<file path="config.mk">
export PLATFORM = sky130hd
export DESIGN_NAME = vga_timing_gen_flat
export DESIGN_NICKNAME = d
export VERILOG_FILES = /design/src/rtl/vga_pkg.sv /design/src/rtl/vga_timing_gen_if.sv /design/src/rtl/vga_axis_counter.sv /design/src/rtl/vga_timing_gen.sv /design/src/flat_wrapper.sv
export SDC_FILE = /design/constraint.sdc
export NUM_CORES = 1
export LEC_CHECK = 0
export CAP_MARGIN = 10
export CELL_PAD_IN_SITES_DETAIL_PLACEMENT = 0
export CELL_PAD_IN_SITES_GLOBAL_PLACEMENT = 2
export CORE_ASPECT_RATIO = 1.25
export CORE_UTILIZATION = 36
export CTS_CLUSTER_DIAMETER = 80
export DETAILED_ROUTE_END_ITERATION = 10
export PLACE_DENSITY = 0.76
export SLEW_MARGIN = 10
export SYNTH_ARGS = -nofsm -noshare
export SYNTH_HDL_FRONTEND = slang
export SYNTH_HIERARCHICAL = 1
export SYNTH_SLANG_ARGS = --single-unit
export TNS_END_PERCENT = 10
</file>
<file path="constraint.sdc">
create_clock -name clk -period 3.6 [get_ports clk]
set_input_delay 0.54 -clock clk [delete_from_list [all_inputs] [get_ports clk]]
set_output_delay 0.54 -clock clk [all_outputs]
set_load 0.1 [all_outputs]
</file>
<file path="src/rtl/vga_pkg.sv">
// Shared VGA timing constants, sync polarity encoding and a small helper
// used by the timing generator and its axis counters.
package vga_pkg;

  // Sync polarity: the level a sync output takes while asserted.
  typedef enum logic {
    SYNC_NEG = 1'b0,
    SYNC_POS = 1'b1
  } sync_pol_e;

  // 640x480 @ 60 Hz (25.175 MHz pixel clock)
  localparam int VGA640_H_ACTIVE = 640;
  localparam int VGA640_H_FP     = 16;
  localparam int VGA640_H_SYNC   = 96;
  localparam int VGA640_H_BP     = 48;
  localparam int VGA640_V_ACTIVE = 480;
  localparam int VGA640_V_FP     = 10;
  localparam int VGA640_V_SYNC   = 2;
  localparam int VGA640_V_BP     = 33;

  // 1920x1080 @ 60 Hz (148.5 MHz pixel clock)
  localparam int VGA1080_H_ACTIVE = 1920;
  localparam int VGA1080_H_FP     = 88;
  localparam int VGA1080_H_SYNC   = 44;
  localparam int VGA1080_H_BP     = 148;
  localparam int VGA1080_V_ACTIVE = 1080;
  localparam int VGA1080_V_FP     = 4;
  localparam int VGA1080_V_SYNC   = 5;
  localparam int VGA1080_V_BP     = 36;

  // Length of one axis period in counter ticks.
  function automatic int axis_total(int active, int fp, int sync, int bp);
    return active + fp + sync + bp;
  endfunction

endpackage

</file>
<file path="src/rtl/vga_timing_gen_if.sv">
// Video timing bundle driven by vga_timing_gen towards the pixel source.
interface vga_timing_gen_if #(
  parameter int CNT_W = 12
);
  logic             h_sync;
  logic             v_sync;
  logic             video_enable;
  logic [CNT_W-1:0] x;
  logic [CNT_W-1:0] y;
  logic             line_start;
  logic             frame_start;

  modport master (
    output h_sync, v_sync, video_enable, x, y, line_start, frame_start
  );

  modport slave (
    input h_sync, v_sync, video_enable, x, y, line_start, frame_start
  );
endinterface

</file>
<file path="src/rtl/vga_axis_counter.sv">
// One timing axis: a wrapping position counter plus the decoded active and
// sync windows. Used once per line (horizontal) and once per frame (vertical).
module vga_axis_counter
  import vga_pkg::*;
#(
  parameter int ACTIVE = 8,
  parameter int FP     = 2,
  parameter int SYNC   = 3,
  parameter int BP     = 1,
  parameter int CNT_W  = 12
) (
  input  logic             clk,
  input  logic             reset_n,
  input  logic             increment,
  input  logic             clear,
  output logic [CNT_W-1:0] count,
  output logic             active,
  output logic             in_sync,
  output logic             wrap
);

  localparam int TOTAL = axis_total(ACTIVE, FP, SYNC, BP);

  // Window edges; all fit in CNT_W because TOTAL <= 2^CNT_W and BP >= 1.
  localparam logic [CNT_W-1:0] LAST       = CNT_W'(TOTAL - 1);
  localparam logic [CNT_W-1:0] ACTIVE_END = CNT_W'(ACTIVE);
  localparam logic [CNT_W-1:0] SYNC_START = CNT_W'(ACTIVE + FP);
  localparam logic [CNT_W-1:0] SYNC_END   = CNT_W'(ACTIVE + FP + SYNC);

  if (ACTIVE < 1 || FP < 1 || SYNC < 1 || BP < 1) begin : g_bad_params
    $error("vga_axis_counter: every timing parameter must be at least 1");
  end

  if (TOTAL > (1 << CNT_W)) begin : g_bad_width
    $error("vga_axis_counter: axis total does not fit in CNT_W bits");
  end

  assign wrap    = increment & (count == LAST);
  assign active  = count < ACTIVE_END;
  assign in_sync = (count >= SYNC_START) && (count < SYNC_END);

  // Position counter: advances on increment and returns to 0 after LAST.
  always_ff @(posedge clk or negedge reset_n) begin
    if (!reset_n) begin
      count <= '0;
    end else if (clear) begin
      count <= '0;
    end else if (increment) begin
      count <= (count == LAST) ? '0 : count + 1'b1;
    end
  end

endmodule

</file>
<file path="src/rtl/vga_timing_gen.sv">
// Horizontal + vertical VGA timing generator. All outputs are registered
// once and then delayed by PIPE_DELAY further stages so they line up with a
// downstream pixel pipeline of matching latency.
module vga_timing_gen
  import vga_pkg::*;
#(
  parameter int H_ACTIVE   = VGA1080_H_ACTIVE,
  parameter int H_FP       = VGA1080_H_FP,
  parameter int H_SYNC     = VGA1080_H_SYNC,
  parameter int H_BP       = VGA1080_H_BP,
  parameter int V_ACTIVE   = VGA1080_V_ACTIVE,
  parameter int V_FP       = VGA1080_V_FP,
  parameter int V_SYNC     = VGA1080_V_SYNC,
  parameter int V_BP       = VGA1080_V_BP,
  parameter bit H_POL      = SYNC_NEG,
  parameter bit V_POL      = SYNC_NEG,
  parameter int CNT_W      = 12,
  parameter int PIPE_DELAY = 0
) (
  input  logic              clk,
  input  logic              reset_n,
  input  logic              enable,
  vga_timing_gen_if.master  vga
);

  if (PIPE_DELAY < 0 || PIPE_DELAY > 15) begin : g_bad_delay
    $error("vga_timing_gen: PIPE_DELAY must be within 0..15");
  end

  typedef struct packed {
    logic             hs;
    logic             vs;
    logic             de;
    logic             ls;
    logic             fs;
    logic [CNT_W-1:0] x;
    logic [CNT_W-1:0] y;
  } stage_t;

  // Value every pipeline stage takes in reset: syncs idle, strobes low.
  localparam stage_t IDLE = '{hs: !H_POL, vs: !V_POL, de: 1'b0, ls: 1'b0,
                              fs: 1'b0, x: '0, y: '0};

  logic [CNT_W-1:0] h_cnt;
  logic [CNT_W-1:0] v_cnt;
  logic             h_act;
  logic             v_act;
  logic             h_in;
  logic             v_in;
  logic             h_wrap;
  logic             v_wrap_unused;

  stage_t stage0;
  stage_t pipe [PIPE_DELAY+1];

  vga_axis_counter #(
    .ACTIVE(H_ACTIVE), .FP(H_FP), .SYNC(H_SYNC), .BP(H_BP), .CNT_W(CNT_W)
  ) u_h_axis (
    .clk       (clk),
    .reset_n   (reset_n),
    .increment (enable),
    .clear     (1'b0),
    .count     (h_cnt),
    .active    (h_act),
    .in_sync   (h_in),
    .wrap      (h_wrap)
  );

  // The vertical axis only moves when a line finishes, so vsync can only
  // change together with line_start.
  vga_axis_counter #(
    .ACTIVE(V_ACTIVE), .FP(V_FP), .SYNC(V_SYNC), .BP(V_BP), .CNT_W(CNT_W)
  ) u_v_axis (
    .clk       (clk),
    .reset_n   (reset_n),
    .increment (h_wrap),
    .clear     (1'b0),
    .count     (v_cnt),
    .active    (v_act),
    .in_sync   (v_in),
    .wrap      (v_wrap_unused)
  );

  // Decode the current counter position into the raw timing signals.
  always_comb begin
    stage0    = IDLE;
    stage0.hs = h_in ? H_POL : !H_POL;
    stage0.vs = v_in ? V_POL : !V_POL;
    stage0.de = h_act & v_act & enable;
    stage0.ls = (h_cnt == '0) & enable;
    stage0.fs = (h_cnt == '0) & (v_cnt == '0) & enable;
    stage0.x  = h_cnt;
    stage0.y  = v_cnt;
  end

  // Output register followed by the alignment delay line; keeps shifting
  // even while counting is paused.
  always_ff @(posedge clk or negedge reset_n) begin
    if (!reset_n) begin
      for (int i = 0; i <= PIPE_DELAY; i++) begin
        pipe[i] <= IDLE;
      end
    end else begin
      pipe[0] <= stage0;
      for (int i = 1; i <= PIPE_DELAY; i++) begin
        pipe[i] <= pipe[i-1];
      end
    end
  end

  assign vga.h_sync       = pipe[PIPE_DELAY].hs;
  assign vga.v_sync       = pipe[PIPE_DELAY].vs;
  assign vga.video_enable = pipe[PIPE_DELAY].de;
  assign vga.line_start   = pipe[PIPE_DELAY].ls;
  assign vga.frame_start  = pipe[PIPE_DELAY].fs;
  assign vga.x            = pipe[PIPE_DELAY].x;
  assign vga.y            = pipe[PIPE_DELAY].y;

endmodule
</file>
<file path="src/flat_wrapper.sv">
// flat-port wrapper written by rule: the top's interface ports become plain ports
module vga_timing_gen_flat import vga_pkg::*;
#(
  parameter int H_ACTIVE   = VGA1080_H_ACTIVE,
  parameter int H_FP       = VGA1080_H_FP,
  parameter int H_SYNC     = VGA1080_H_SYNC,
  parameter int H_BP       = VGA1080_H_BP,
  parameter int V_ACTIVE   = VGA1080_V_ACTIVE,
  parameter int V_FP       = VGA1080_V_FP,
  parameter int V_SYNC     = VGA1080_V_SYNC,
  parameter int V_BP       = VGA1080_V_BP,
  parameter bit H_POL      = SYNC_NEG,
  parameter bit V_POL      = SYNC_NEG,
  parameter int CNT_W      = 12,
  parameter int PIPE_DELAY = 0
)
  (clk, reset_n, enable, vga_h_sync, vga_v_sync, vga_video_enable, vga_x, vga_y, vga_line_start, vga_frame_start);
  vga_timing_gen_if #(.CNT_W(CNT_W)) vga_i ();
  input  logic clk;
  input  logic reset_n;
  input  logic enable;
  output wire logic [$bits(vga_i.h_sync)-1:0] vga_h_sync;
  output wire logic [$bits(vga_i.v_sync)-1:0] vga_v_sync;
  output wire logic [$bits(vga_i.video_enable)-1:0] vga_video_enable;
  output wire logic [$bits(vga_i.x)-1:0] vga_x;
  output wire logic [$bits(vga_i.y)-1:0] vga_y;
  output wire logic [$bits(vga_i.line_start)-1:0] vga_line_start;
  output wire logic [$bits(vga_i.frame_start)-1:0] vga_frame_start;
  assign vga_h_sync = vga_i.h_sync;
  assign vga_v_sync = vga_i.v_sync;
  assign vga_video_enable = vga_i.video_enable;
  assign vga_x = vga_i.x;
  assign vga_y = vga_i.y;
  assign vga_line_start = vga_i.line_start;
  assign vga_frame_start = vga_i.frame_start;
  vga_timing_gen #(.H_ACTIVE(H_ACTIVE), .H_FP(H_FP), .H_SYNC(H_SYNC), .H_BP(H_BP), .V_ACTIVE(V_ACTIVE), .V_FP(V_FP), .V_SYNC(V_SYNC), .V_BP(V_BP), .H_POL(H_POL), .V_POL(V_POL), .CNT_W(CNT_W), .PIPE_DELAY(PIPE_DELAY)) u_core (.clk(clk), .reset_n(reset_n), .enable(enable), .vga(vga_i));
endmodule
</file>
==> metrics.cfg <==
[layout]
area_growth_pct = 21.1
diodes = 0
finalNonFillerCells = 340
nets = 259
layout-drive-gt1-share_pct = 10.7
stdcell_area_um2 = 2980

[clocking]
cts_root_buffer = clkbuf_8
cts_sinks = 53
cts_resized = 0
ctsHoldBuffers = 0
cts_tree = done
cts_buffers = 5
h-tree-depth = 2
clk_latency_ns = 0.30
clock_path_buffers = 2
clk_pin_slew_worst_paths_ns = 0.09
cts_setup_buffers = 0

[pwr]
ir_worst_vdd_uv = 156
p_leak_nw = 1.19
powerDensity_nw_per_um2 = 363
total_power_mw = 1.08

[floorplanning]
fp.dieW_um = 75.9
die_h_um = 94.4
die_area_um2 = 7170
rows = 33
ioPinCount = 32
core_um2 = 6570
start_util_pct = 37.5

[placement]
placed_cells = 332
gp_congestion = 0.742
placed_area_um2 = 2870
post-dp-hpwl_um = 3950
io_buffers = 31

[route]
drt-vias-per-instance = 5.41
wl_um = 5610
drc = 0
dr.pass1.iters = 4
antenna_left = 0
num_vias = 1839
drtIter0Drc = 119
wl_per_cell_um = 16.5

[run_status]
status = completed

[global_route]
use_met2_pct = 31.7
grt_busiest_layer = met2
grt_max_degree = 36
met3_usage_pct = 2.32
grt_pass1_vias = 1858
track_usage_pct = 17.4
grtUsageMet1_pct = 21.3
grt-ovfl-total = 0
antenna_found_initial = 0
grt_first_pass_wirelength_um = 9780

[timing]
setup_viol = 0
slew_headroom_pct = 34.4
timing.final.crit_period_ns = 2.70
rsz0062_at_grt = no
fin_crit_sh_pct = 75.1
drv_slew = 0
fmax_mhz = 370
finalSetupTns_ns = 0
skew_ns = 0.00769
hold_violations = 0
tightest_slew_ns = 0.981

[synthesis]
syn_area_per_cell_um2 = 11.5
syn_area_um2 = 2460
yosysWarningCount = 6
synth_cells = 214

[critical_path]
arrival_ns = 2.91
worstPathRequired_ns = 3.81
slowest_stage = or4b_4
crit_fanout = 16
cp-start-kind = register
worstPathCellList = or4b_4, or2_1, nor3_1, buf_4, o211ai_1, or3_1, a221oi_1
endpoint_kind = register
cpPeakStageDelay_ns = 0.62
crit_type = reg -> reg

[run]
maxCapViolCount = 0

[min_path]
hold_class = in -> async

[cell type report]
cell class	count	area, µm²
Multi-Input combinational cell	151	1080
Timing Repair Buffer	33	320
Sequential cell	53	1330
Tap cell	87	109
Fill cell	636	3590
Clock inverter	2	38.8
Clock buffer	6	72.6
Inverter	8	30.0
[registers in the layout, indices dropped and copies added, names as in the netlist]
name,count
u_core/vga.y,12
u_core/vga.video_enable,1
u_core/vga.h_sync,1
u_core/vga.line_start,1
u_core/vga.frame_start,1
u_core/vga.x,12
u_core/vga.v_sync,1
u_core/u_v_axis/count,12
u_core/u_h_axis/count,12
[layer usage]
| metal | share of wire (%) | vias up |
|---|---|---|
| met5 | 0 | - |
| met4 | 1.3 | 0 |
| met3 | 2.1 | 7 |
| met2 | 54 | 28 |
| met1 | 43 | 932 |
| li1 | - | 872 |
[critical path, delay by kind of cell (launching register included)]
kind	cells	cell delay, ns
AO/OA/AOI/OAI	2	0.39
AND/OR/NAND/NOR	4	1.45
buffers and inverters	1	0.26
flip-flops	1	0.51
[report_power, final]
group,internal [mW],switching (mW)
Clock,0.209,0.186
Sequential,0.601,0.00502
Combinational,0.0168,0.0637
[stage by stage]
step | setup WS [ns] | hold WS (ns) | util [%]
floorplan | 1.05 | 0.244 | -
global placement | 0.916 | 0.500 | 43.7
detailed placement | 0.863 | 0.501 | 43.7
CTS | 0.901 | 0.322 | 45.4
global route | 0.723 | 0.358 | 45.4
finish | 0.896 | 0.300 | 45.4
[cells in the final DEF (no fill, tap or decap), types with 3 or more instances in the layout]
| cell | instances |
|---|---|
| or3_1 | 9 |
| nand4_1 | 4 |
| o21ai_1 | 3 |
| a211oi_1 | 3 |
| o21ai_0 | 9 |
| clkdlybuf4s50_1 | 30 |
| conb_1 | 9 |
| nor4_1 | 5 |
| o31ai_1 | 5 |
| ha_1 | 4 |
| o2111ai_1 | 4 |
| xor2_1 | 6 |
| nand3_1 | 7 |
| inv_1 | 8 |
| clkbuf_8 | 5 |
| nand2_1 | 15 |
| o211ai_1 | 6 |
| nor3b_1 | 4 |
| and4_1 | 3 |
| o41ai_1 | 3 |
| a221oi_1 | 3 |
| nor2_1 | 6 |
| or3b_2 | 5 |
| nor2b_1 | 3 |
| dfrtp_1 | 51 |
| a21oi_1 | 6 |
[worst paths after layout]
kind / start / end / slack, ns / cells after the start
setup / recovery: u_core/u_h_axis/count[3]$_DFFE_PN0P_ / u_core/u_v_axis/count[6]$_DFFE_PN0P_ / 0.90 / 7
hold / removal: reset_n / u_core/vga.y[3]$_DFF_PN0_ / 0.30 / 1
setup reg to reg: u_core/u_h_axis/count[3]$_DFFE_PN0P_ / u_core/u_v_axis/count[6]$_DFFE_PN0P_ / 0.90 / 7
hold reg to reg: u_core/u_h_axis/count[1]$_DFFE_PN0P_ / u_core/vga.x[1]$_DFF_PN0_ / 0.52 / 0
max in group asynchronous: reset_n / u_core/u_h_axis/count[7]$_DFFE_PN0P_ / 2.56 / 2
min in group clk: u_core/u_h_axis/count[1]$_DFFE_PN0P_ / u_core/vga.x[1]$_DFF_PN0_ / 0.52 / 0
Note: power is estimated with default switching activity, not from simulation.
